## src/rtl/panel_scan_if.sv

```systemverilog
// panel_scan_if: framebuffer read port between panel_scan and the writer.
// master = scanner (addr/bank out, pixels in); slave = framebuffer side.
interface panel_scan_if;
  logic        display;
  logic        rd_bank;
  logic [8:0]  rd_addr_top;
  logic [8:0]  rd_addr_bot;
  logic [23:0] rgb_top;
  logic [23:0] rgb_bot;

  modport master (
    input  display, rgb_top, rgb_bot,
    output rd_bank, rd_addr_top, rd_addr_bot
  );

  modport slave (
    output display, rgb_top, rgb_bot,
    input  rd_bank, rd_addr_top, rd_addr_bot
  );
endinterface

```

## src/rtl/panel_scan.sv

```systemverilog
// panel_scan: 1/8-scan HUB75 driver with BCM over BITS bitplanes.
// Ports: pixclk, reset (sync, high), fb (read port), r1/g1/b1, r2/g2/b2,
// row_sel, panel_clk, panel_lat, panel_oe (low = lit), frame_start.
// Option PANEL_SCAN_GAMMA_EN: registered (c*c)>>8 on every channel.
module panel_scan #(
  parameter int BITS = 8,
  parameter int BASE = 4,
  parameter int COLS = 32
) (
  input  logic         pixclk,
  input  logic         reset,
  panel_scan_if.master fb,
  output logic         r1,
  output logic         g1,
  output logic         b1,
  output logic         r2,
  output logic         g2,
  output logic         b2,
  output logic [2:0]   row_sel,
  output logic         panel_clk,
  output logic         panel_lat,
  output logic         panel_oe,
  output logic         frame_start
);

`ifdef PANEL_SCAN_GAMMA_EN
  localparam int PRE = 2;
`else
  localparam int PRE = 1;
`endif

  localparam logic [15:0] SH_LAST = 16'(2 * COLS + PRE - 1);
  localparam logic [15:0] PRE_W   = 16'(PRE);
  localparam logic [2:0]  LAST_PL = 3'(BITS - 1);
  localparam logic [2:0]  IDX0    = 3'(8 - BITS);

  typedef enum logic [1:0] {
    SHIFT, LATCH, SHOW
  } state_t;

  state_t      state_q, state_d;
  logic [15:0] cnt_q, cnt_d;
  logic [15:0] show_last;
  logic [2:0]  row_q, row_d;
  logic [2:0]  plane_q, plane_d;
  logic        first_q;
  logic        boundary;
  logic        clk_d;
  logic [4:0]  col_d;
  logic        disp_s1_q, disp_s2_q;
  logic        bank_q;
  logic [8:0]  addr_top_q, addr_bot_q;
  logic [2:0]  row_sel_q;
  logic        pclk_q, plat_q, poe_q, fs_q;
  logic        en_q;
  logic [23:0] pix_top, pix_bot;
  logic [2:0]  idx;

  always_comb begin
    show_last = (16'(BASE) << plane_q) - 16'd1;
    state_d   = state_q;
    cnt_d     = cnt_q + 16'd1;
    row_d     = row_q;
    plane_d   = plane_q;
    // First edge after reset re-enters SHIFT so the frame start is seen.
    if (first_q) begin
      state_d = SHIFT;
      cnt_d   = '0;
    end else begin
      unique case (state_q)
        SHIFT: begin
          if (cnt_q == SH_LAST) begin
            state_d = LATCH;
            cnt_d   = '0;
          end
        end
        LATCH: begin
          state_d = SHOW;
          cnt_d   = '0;
        end
        SHOW: begin
          if (cnt_q == show_last) begin
            state_d = SHIFT;
            cnt_d   = '0;
            if (plane_q == LAST_PL) begin
              plane_d = '0;
              row_d   = row_q + 3'd1;
            end else begin
              plane_d = plane_q + 3'd1;
            end
          end
        end
        default: begin
          state_d = SHIFT;
          cnt_d   = '0;
        end
      endcase
    end
    boundary = (first_q || (state_q == SHOW && state_d == SHIFT))
             && row_d == 3'd0 && plane_d == 3'd0;
    col_d = cnt_d[5:1];
    // Rising shift edge on every second cycle after the prefetch.
    clk_d = state_d == SHIFT && cnt_d > PRE_W
          && cnt_d[0] != PRE_W[0];
  end

  always_ff @(posedge pixclk) begin
    if (reset) begin
      state_q    <= SHIFT;
      cnt_q      <= '0;
      row_q      <= '0;
      plane_q    <= '0;
      first_q    <= 1'b1;
      disp_s1_q  <= 1'b0;
      disp_s2_q  <= 1'b0;
      bank_q     <= 1'b0;
      addr_top_q <= '0;
      addr_bot_q <= '0;
      row_sel_q  <= '0;
      pclk_q     <= 1'b0;
      plat_q     <= 1'b0;
      poe_q      <= 1'b1;
      fs_q       <= 1'b0;
      en_q       <= 1'b0;
    end else begin
      state_q   <= state_d;
      cnt_q     <= cnt_d;
      row_q     <= row_d;
      plane_q   <= plane_d;
      first_q   <= 1'b0;
      disp_s1_q <= fb.display;
      disp_s2_q <= disp_s1_q;
      if (boundary) bank_q <= disp_s2_q;
      if (state_d == SHIFT) begin
        addr_top_q <= {1'b0, row_d, col_d};
        addr_bot_q <= {1'b1, row_d, col_d};
      end
      if (state_d == LATCH) row_sel_q <= row_d;
      pclk_q <= clk_d;
      plat_q <= state_d == LATCH;
      poe_q  <= state_d != SHOW;
      fs_q   <= boundary;
      en_q   <= state_d == SHIFT && cnt_d >= PRE_W;
    end
  end

`ifdef PANEL_SCAN_GAMMA_EN
  function automatic logic [7:0] gam(input logic [7:0] c);
    return 8'((16'(c) * 16'(c)) >> 8);
  endfunction

  logic [23:0] pix_top_q, pix_bot_q;

  always_ff @(posedge pixclk) begin
    if (reset) begin
      pix_top_q <= '0;
      pix_bot_q <= '0;
    end else begin
      pix_top_q <= {gam(fb.rgb_top[23:16]),
                    gam(fb.rgb_top[15:8]),
                    gam(fb.rgb_top[7:0])};
      pix_bot_q <= {gam(fb.rgb_bot[23:16]),
                    gam(fb.rgb_bot[15:8]),
                    gam(fb.rgb_bot[7:0])};
    end
  end

  assign pix_top = pix_top_q;
  assign pix_bot = pix_bot_q;
`else
  assign pix_top = fb.rgb_top;
  assign pix_bot = fb.rgb_bot;
`endif

  assign idx = IDX0 + plane_q;

  assign r1 = en_q & pix_top[{2'b10, idx}];
  assign g1 = en_q & pix_top[{2'b01, idx}];
  assign b1 = en_q & pix_top[{2'b00, idx}];
  assign r2 = en_q & pix_bot[{2'b10, idx}];
  assign g2 = en_q & pix_bot[{2'b01, idx}];
  assign b2 = en_q & pix_bot[{2'b00, idx}];

  assign fb.rd_bank     = bank_q;
  assign fb.rd_addr_top = addr_top_q;
  assign fb.rd_addr_bot = addr_bot_q;
  assign row_sel        = row_sel_q;
  assign panel_clk      = pclk_q;
  assign panel_lat      = plat_q;
  assign panel_oe       = poe_q;
  assign frame_start    = fs_q;

endmodule

```

## src/flat_wrapper.sv

```systemverilog
// flat-port wrapper written by rule: the top's interface ports become plain ports
module panel_scan_flat 
#(
  parameter int BITS = 8,
  parameter int BASE = 4,
  parameter int COLS = 32
)
  (pixclk, reset, r1, g1, b1, r2, g2, b2, row_sel, panel_clk, panel_lat, panel_oe, frame_start, fb_display, fb_rgb_top, fb_rgb_bot, fb_rd_bank, fb_rd_addr_top, fb_rd_addr_bot);
  panel_scan_if fb_i ();
  input  logic pixclk;
  input  logic reset;
  output logic r1;
  output logic g1;
  output logic b1;
  output logic r2;
  output logic g2;
  output logic b2;
  output logic [2:0] row_sel;
  output logic panel_clk;
  output logic panel_lat;
  output logic panel_oe;
  output logic frame_start;
  input wire logic [$bits(fb_i.display)-1:0] fb_display;
  input wire logic [$bits(fb_i.rgb_top)-1:0] fb_rgb_top;
  input wire logic [$bits(fb_i.rgb_bot)-1:0] fb_rgb_bot;
  output wire logic [$bits(fb_i.rd_bank)-1:0] fb_rd_bank;
  output wire logic [$bits(fb_i.rd_addr_top)-1:0] fb_rd_addr_top;
  output wire logic [$bits(fb_i.rd_addr_bot)-1:0] fb_rd_addr_bot;
  assign fb_i.display = fb_display;
  assign fb_i.rgb_top = fb_rgb_top;
  assign fb_i.rgb_bot = fb_rgb_bot;
  assign fb_rd_bank = fb_i.rd_bank;
  assign fb_rd_addr_top = fb_i.rd_addr_top;
  assign fb_rd_addr_bot = fb_i.rd_addr_bot;
  panel_scan #(.BITS(BITS), .BASE(BASE), .COLS(COLS)) u_core (.pixclk(pixclk), .reset(reset), .fb(fb_i), .r1(r1), .g1(g1), .b1(b1), .r2(r2), .g2(g2), .b2(b2), .row_sel(row_sel), .panel_clk(panel_clk), .panel_lat(panel_lat), .panel_oe(panel_oe), .frame_start(frame_start));
endmodule
```

## config.mk

```make
export PLATFORM = sky130hd
export DESIGN_NAME = panel_scan_flat
export DESIGN_NICKNAME = d
export VERILOG_FILES = /design/src/rtl/panel_scan_if.sv /design/src/rtl/panel_scan.sv /design/src/flat_wrapper.sv
export SDC_FILE = /design/constraint.sdc
export NUM_CORES = 1
export LEC_CHECK = 0
export ABC_AREA = 1
export BUFFER_PORTS_ARGS = -buffer_cell sky130_fd_sc_hd__buf_4
export CORE_ASPECT_RATIO = 0.7
export CORE_UTILIZATION = 59
export CTS_BUF_LIST = sky130_fd_sc_hd__clkbuf_2
export DETAILED_ROUTE_END_ITERATION = 8
export HOLD_SLACK_MARGIN = 0.02
export PLACE_DENSITY_LB_ADDON = 0.2
export RECOVER_POWER = 100
export SLEW_MARGIN = 20
export SYNTH_ARGS = -nofsm -noshare
export SYNTH_HDL_FRONTEND = slang
export SYNTH_SLANG_ARGS = --single-unit
```

## constraint.sdc

```tcl
create_clock -name pixclk -period 7.4 [get_ports pixclk]
set_input_delay 0 -clock pixclk [delete_from_list [all_inputs] [get_ports pixclk]]
set_output_delay 0 -clock pixclk [all_outputs]
set_load 0.005 [all_outputs]
```

==> impl_metrics.py <==
metrics = {
    "sta": {
        "skew_ns": 0.0242,
        "worst_slack_ns": 2.20,
        "rsz0062_at_grt": "no",
        "drv_slew": 0,
        "fmax_mhz": 192,
        "setup-tns-final_ns": 0,
        "relSlewSlack": 0.0640,
        "setup_viol": 0,
        "worst_pin_slew_ns": 1.40,
        "hold_viol": 0,
        "fin_crit_ns": 5.20,
        "period_share": 0.703,
    },
    "die": {
        "dieArea_um2": 5570,
        "core_area_um2": 4910,
        "io_pins": 83,
        "initial_core_util": 0.633,
        "die_width_um": 88.8,
        "num_rows": 21,
        "fp.dieH_um": 62.8,
    },
    "placement": {
        "port-buffer-count": 81,
        "pre_cts_ws_ns": 2.61,
        "gp_congestion": 0.995,
        "dp_hpwl_mm": 6.47,
    },
    "detailed_routing": {
        "vias": 3477,
        "drcViolationCount": 0,
        "postRouteAntennaNets": 0,
        "drt-vias-per-instance": 5.46,
        "drtIter0Drc": 258,
        "wl_mm": 8.34,
        "dr.pass1.iters": 5,
        "wire_per_inst_um": 13.1,
    },
    "global_routing": {
        "grt_pass1_vias": 3153,
        "grtUsageTotal": 0.319,
        "gr-usage-met2": 0.481,
        "grt_util_met3": 0.0647,
        "antenna_found_initial": 0,
        "grt_pass1_wl_mm": 14.1,
        "grt_busiest_layer": "met2",
        "grt-ovfl-total": 0,
        "grt_util_met1": 0.468,
        "grt_max_degree": 33,
    },
    "synthesis": {
        "synth_cell_types": 32,
        "synth_area_per_cell_um2": 6.20,
        "syn_inst": 502,
        "syn-cell-area_um2": 3110,
        "ys_seq_area_frac": 0.290,
        "yosys_most_used_dff": "dfxtp_1",
        "synth.ff_latch_count": 45,
        "async_flop_share": 0,
        "synth_nets": 563,
        "synth-edff-count": 0,
        "yosys_warnings": 0,
    },
    "cells_and_area": {
        "antenna_cells": 0,
        "layout_common_cells": "nor2_1, nand2_1, inv_1, buf_4, dfxtp_1",
        "final_common_cell": "nor2_1",
        "fillers": 389,
        "fin_nets": 628,
        "final_util": 0.756,
        "area_growth_pct": 19.4,
        "drive_gt1_frac": 0.178,
    },
    "clock_network": {
        "htree_levels": 2,
        "tritoncts.num_buffers": 5,
        "ctsLongestPathBuffers": 2,
        "path_clk_slew_ns": 0.23,
        "insertion_delay_ns": 0.42,
        "clock-sinks": 45,
        "ctsResizeCount": 0,
        "cts_tree": "yes",
        "cts-root-buf": "clkbuf_2",
    },
    "worst_hold_path": {
        "worstHoldPathCells": 4,
        "holdCritPathClass": "in2out",
        "hold_path_end": "r2",
        "worstHoldStart": "fb_rgb_bot[17]",
    },
    "flow_run": {
        "drv_cap": 0,
    },
    "power_and_ir_drop": {
        "powerDensity_nw_per_um2": 118,
        "vdd_drop_max_uv": 128,
        "leakagePower_nw": 1.76,
    },
    "worst_setup_path": {
        "critPathKind": "reg2reg",
        "cp_cell_sequence": "clkinv_1, ha_1, nand2_1, ha_1, nand2_1, nor2_1, nand3_1, nand2_1, nand2_1, nor2_1, nand3_1, nor2_1, or2_2, nand2_1, nand2_1, nor2_1, o21ai_0, nor2_1",
        "cp-start-kind": "flop",
        "rrSetupSlack_ns": 2.20,
        "arrival_ns": 5.53,
        "required_ns": 7.73,
        "max_stage_delay_ns": 0.90,
        "cp_num_buf_inv": 1,
        "critical_path_peak_fanout": 28,
        "critPathSlowestCell": "dfxtp_1",
        "r2r-end": "u_core.fb.rd_addr_bot[2]",
        "ff2ff_path_depth": 18,
        "cpMostUsedCell": "nand2_1",
        "cp_top_family": "simple AND/OR/NAND/NOR gates",
        "cp-end-kind": "flop",
        "r2r_start": "u_core.plane_q[0]",
    },
    "status": {
        "status": "completed",
    },
}
## cell families after synthesis
group                    after synthesis  share of synthesized area
XOR/XNOR                              13                     0.0366
adder cells (fa/ha/maj)               10                     0.0402
flip-flops                            45                      0.290
buffers and inverters                 80                      0.115
AO/OA/AOI/OAI                         69                      0.124
AND/OR/NAND/NOR                      284                      0.393
other                                  1                    0.00121
## synth_stat cells, types with 9 or more instances
cell,n,area (um2)
nor2_1,108,405
nand2_1,103,387
inv_1,50,188
dfxtp_1,45,901
o21ai_0,36,180
nand3_1,25,125
nor3_1,19,95.1
xor2_1,13,114
clkbuf_1,12,45.0
ha_1,10,125
buf_4,9,67.6
## worst max path at each step
| stage | startpoint | end | slack, ns | depth (start not counted) |
|---|---|---|---|---|
| after CTS | u_core.plane_q[0] | u_core.fb.rd_addr_bot[2] | 2.55 | 18 |
| after global routing | u_core.plane_q[0] | u_core.fb.rd_addr_bot[2] | 1.62 | 18 |
| final | u_core.plane_q[0] | u_core.fb.rd_addr_bot[2] | 2.20 | 18 |
| after global placement | u_core.plane_q[0] | u_core.fb.rd_addr_bot[2] | 2.85 | 18 |
| after floorplan | u_core.plane_q[0] | u_core.en_q | 4.31 | 21 |
| after detailed placement | u_core.plane_q[0] | u_core.fb.rd_addr_bot[2] | 2.61 | 18 |
## worst min-delay path: cells and delay by family
family,cells,cell delay (ns)
AO/OA/AOI/OAI,2,0.21
buffers and inverters,2,0.22
## routing by layer
metal  part of all wire  up-vias
li1                   -     1736
met1               0.47     1580
met2               0.44      154
met3              0.077        7
met4             0.0047        0
met5                  0        -
## report_power, final
group | internal [mW] | total (mW) | switching, mW
combinational | 0.0277 | 0.0483 | 0.0206
sequential | 0.246 | 0.249 | 0.00268
clock | 0.0592 | 0.139 | 0.0801
## what timing repair did
item                      in CTS  in global routing
hold endpoints to repair      24                  0
hold buffers                   3                  0
setup buffers                  0                  0
## stage by stage
step           instances  power (mW)  area, um2  hold slack [ns]
2_1_floorplan        502       0.273       3110           0.0277
3_3_place_gp         626       0.300       3650            0.205
3_5_place_dp         626       0.301       3650            0.217
4_1_cts              637       0.438       3750            0.409
5_1_grt              637       0.457       3710            0.444
6_report             637       0.437       3710            0.421
## sequential cells by signal (all words and copies together), names as in the netlist
register and count:
u_core.cnt_q 16, u_core.disp_s1_q 1, u_core.disp_s2_q 1, u_core.en_q 1, u_core.fb.rd_addr_bot 9, u_core.fb.rd_bank 1, u_core.first_q 1, u_core.frame_start 1
u_core.panel_clk 1, u_core.panel_lat 1, u_core.panel_oe 1, u_core.plane_q 3, u_core.row_q 3, u_core.row_sel 3, u_core.state_q 2
## cell type report
| cell class | instances | area (um2) | area share |
|---|---|---|---|
| Clock buffer | 6 | 30.0 | 0.00809 |
| Multi-Input combinational cell | 377 | 1820 | 0.490 |
| Sequential cell | 45 | 901 | 0.243 |
| Timing Repair Buffer | 84 | 631 | 0.170 |
| Clock inverter | 2 | 38.8 | 0.0104 |
| Tap cell | 69 | 86.3 | 0.0232 |
| Inverter | 54 | 206 | 0.0556 |
No activity file was read; power rests on OpenSTA's default activity.
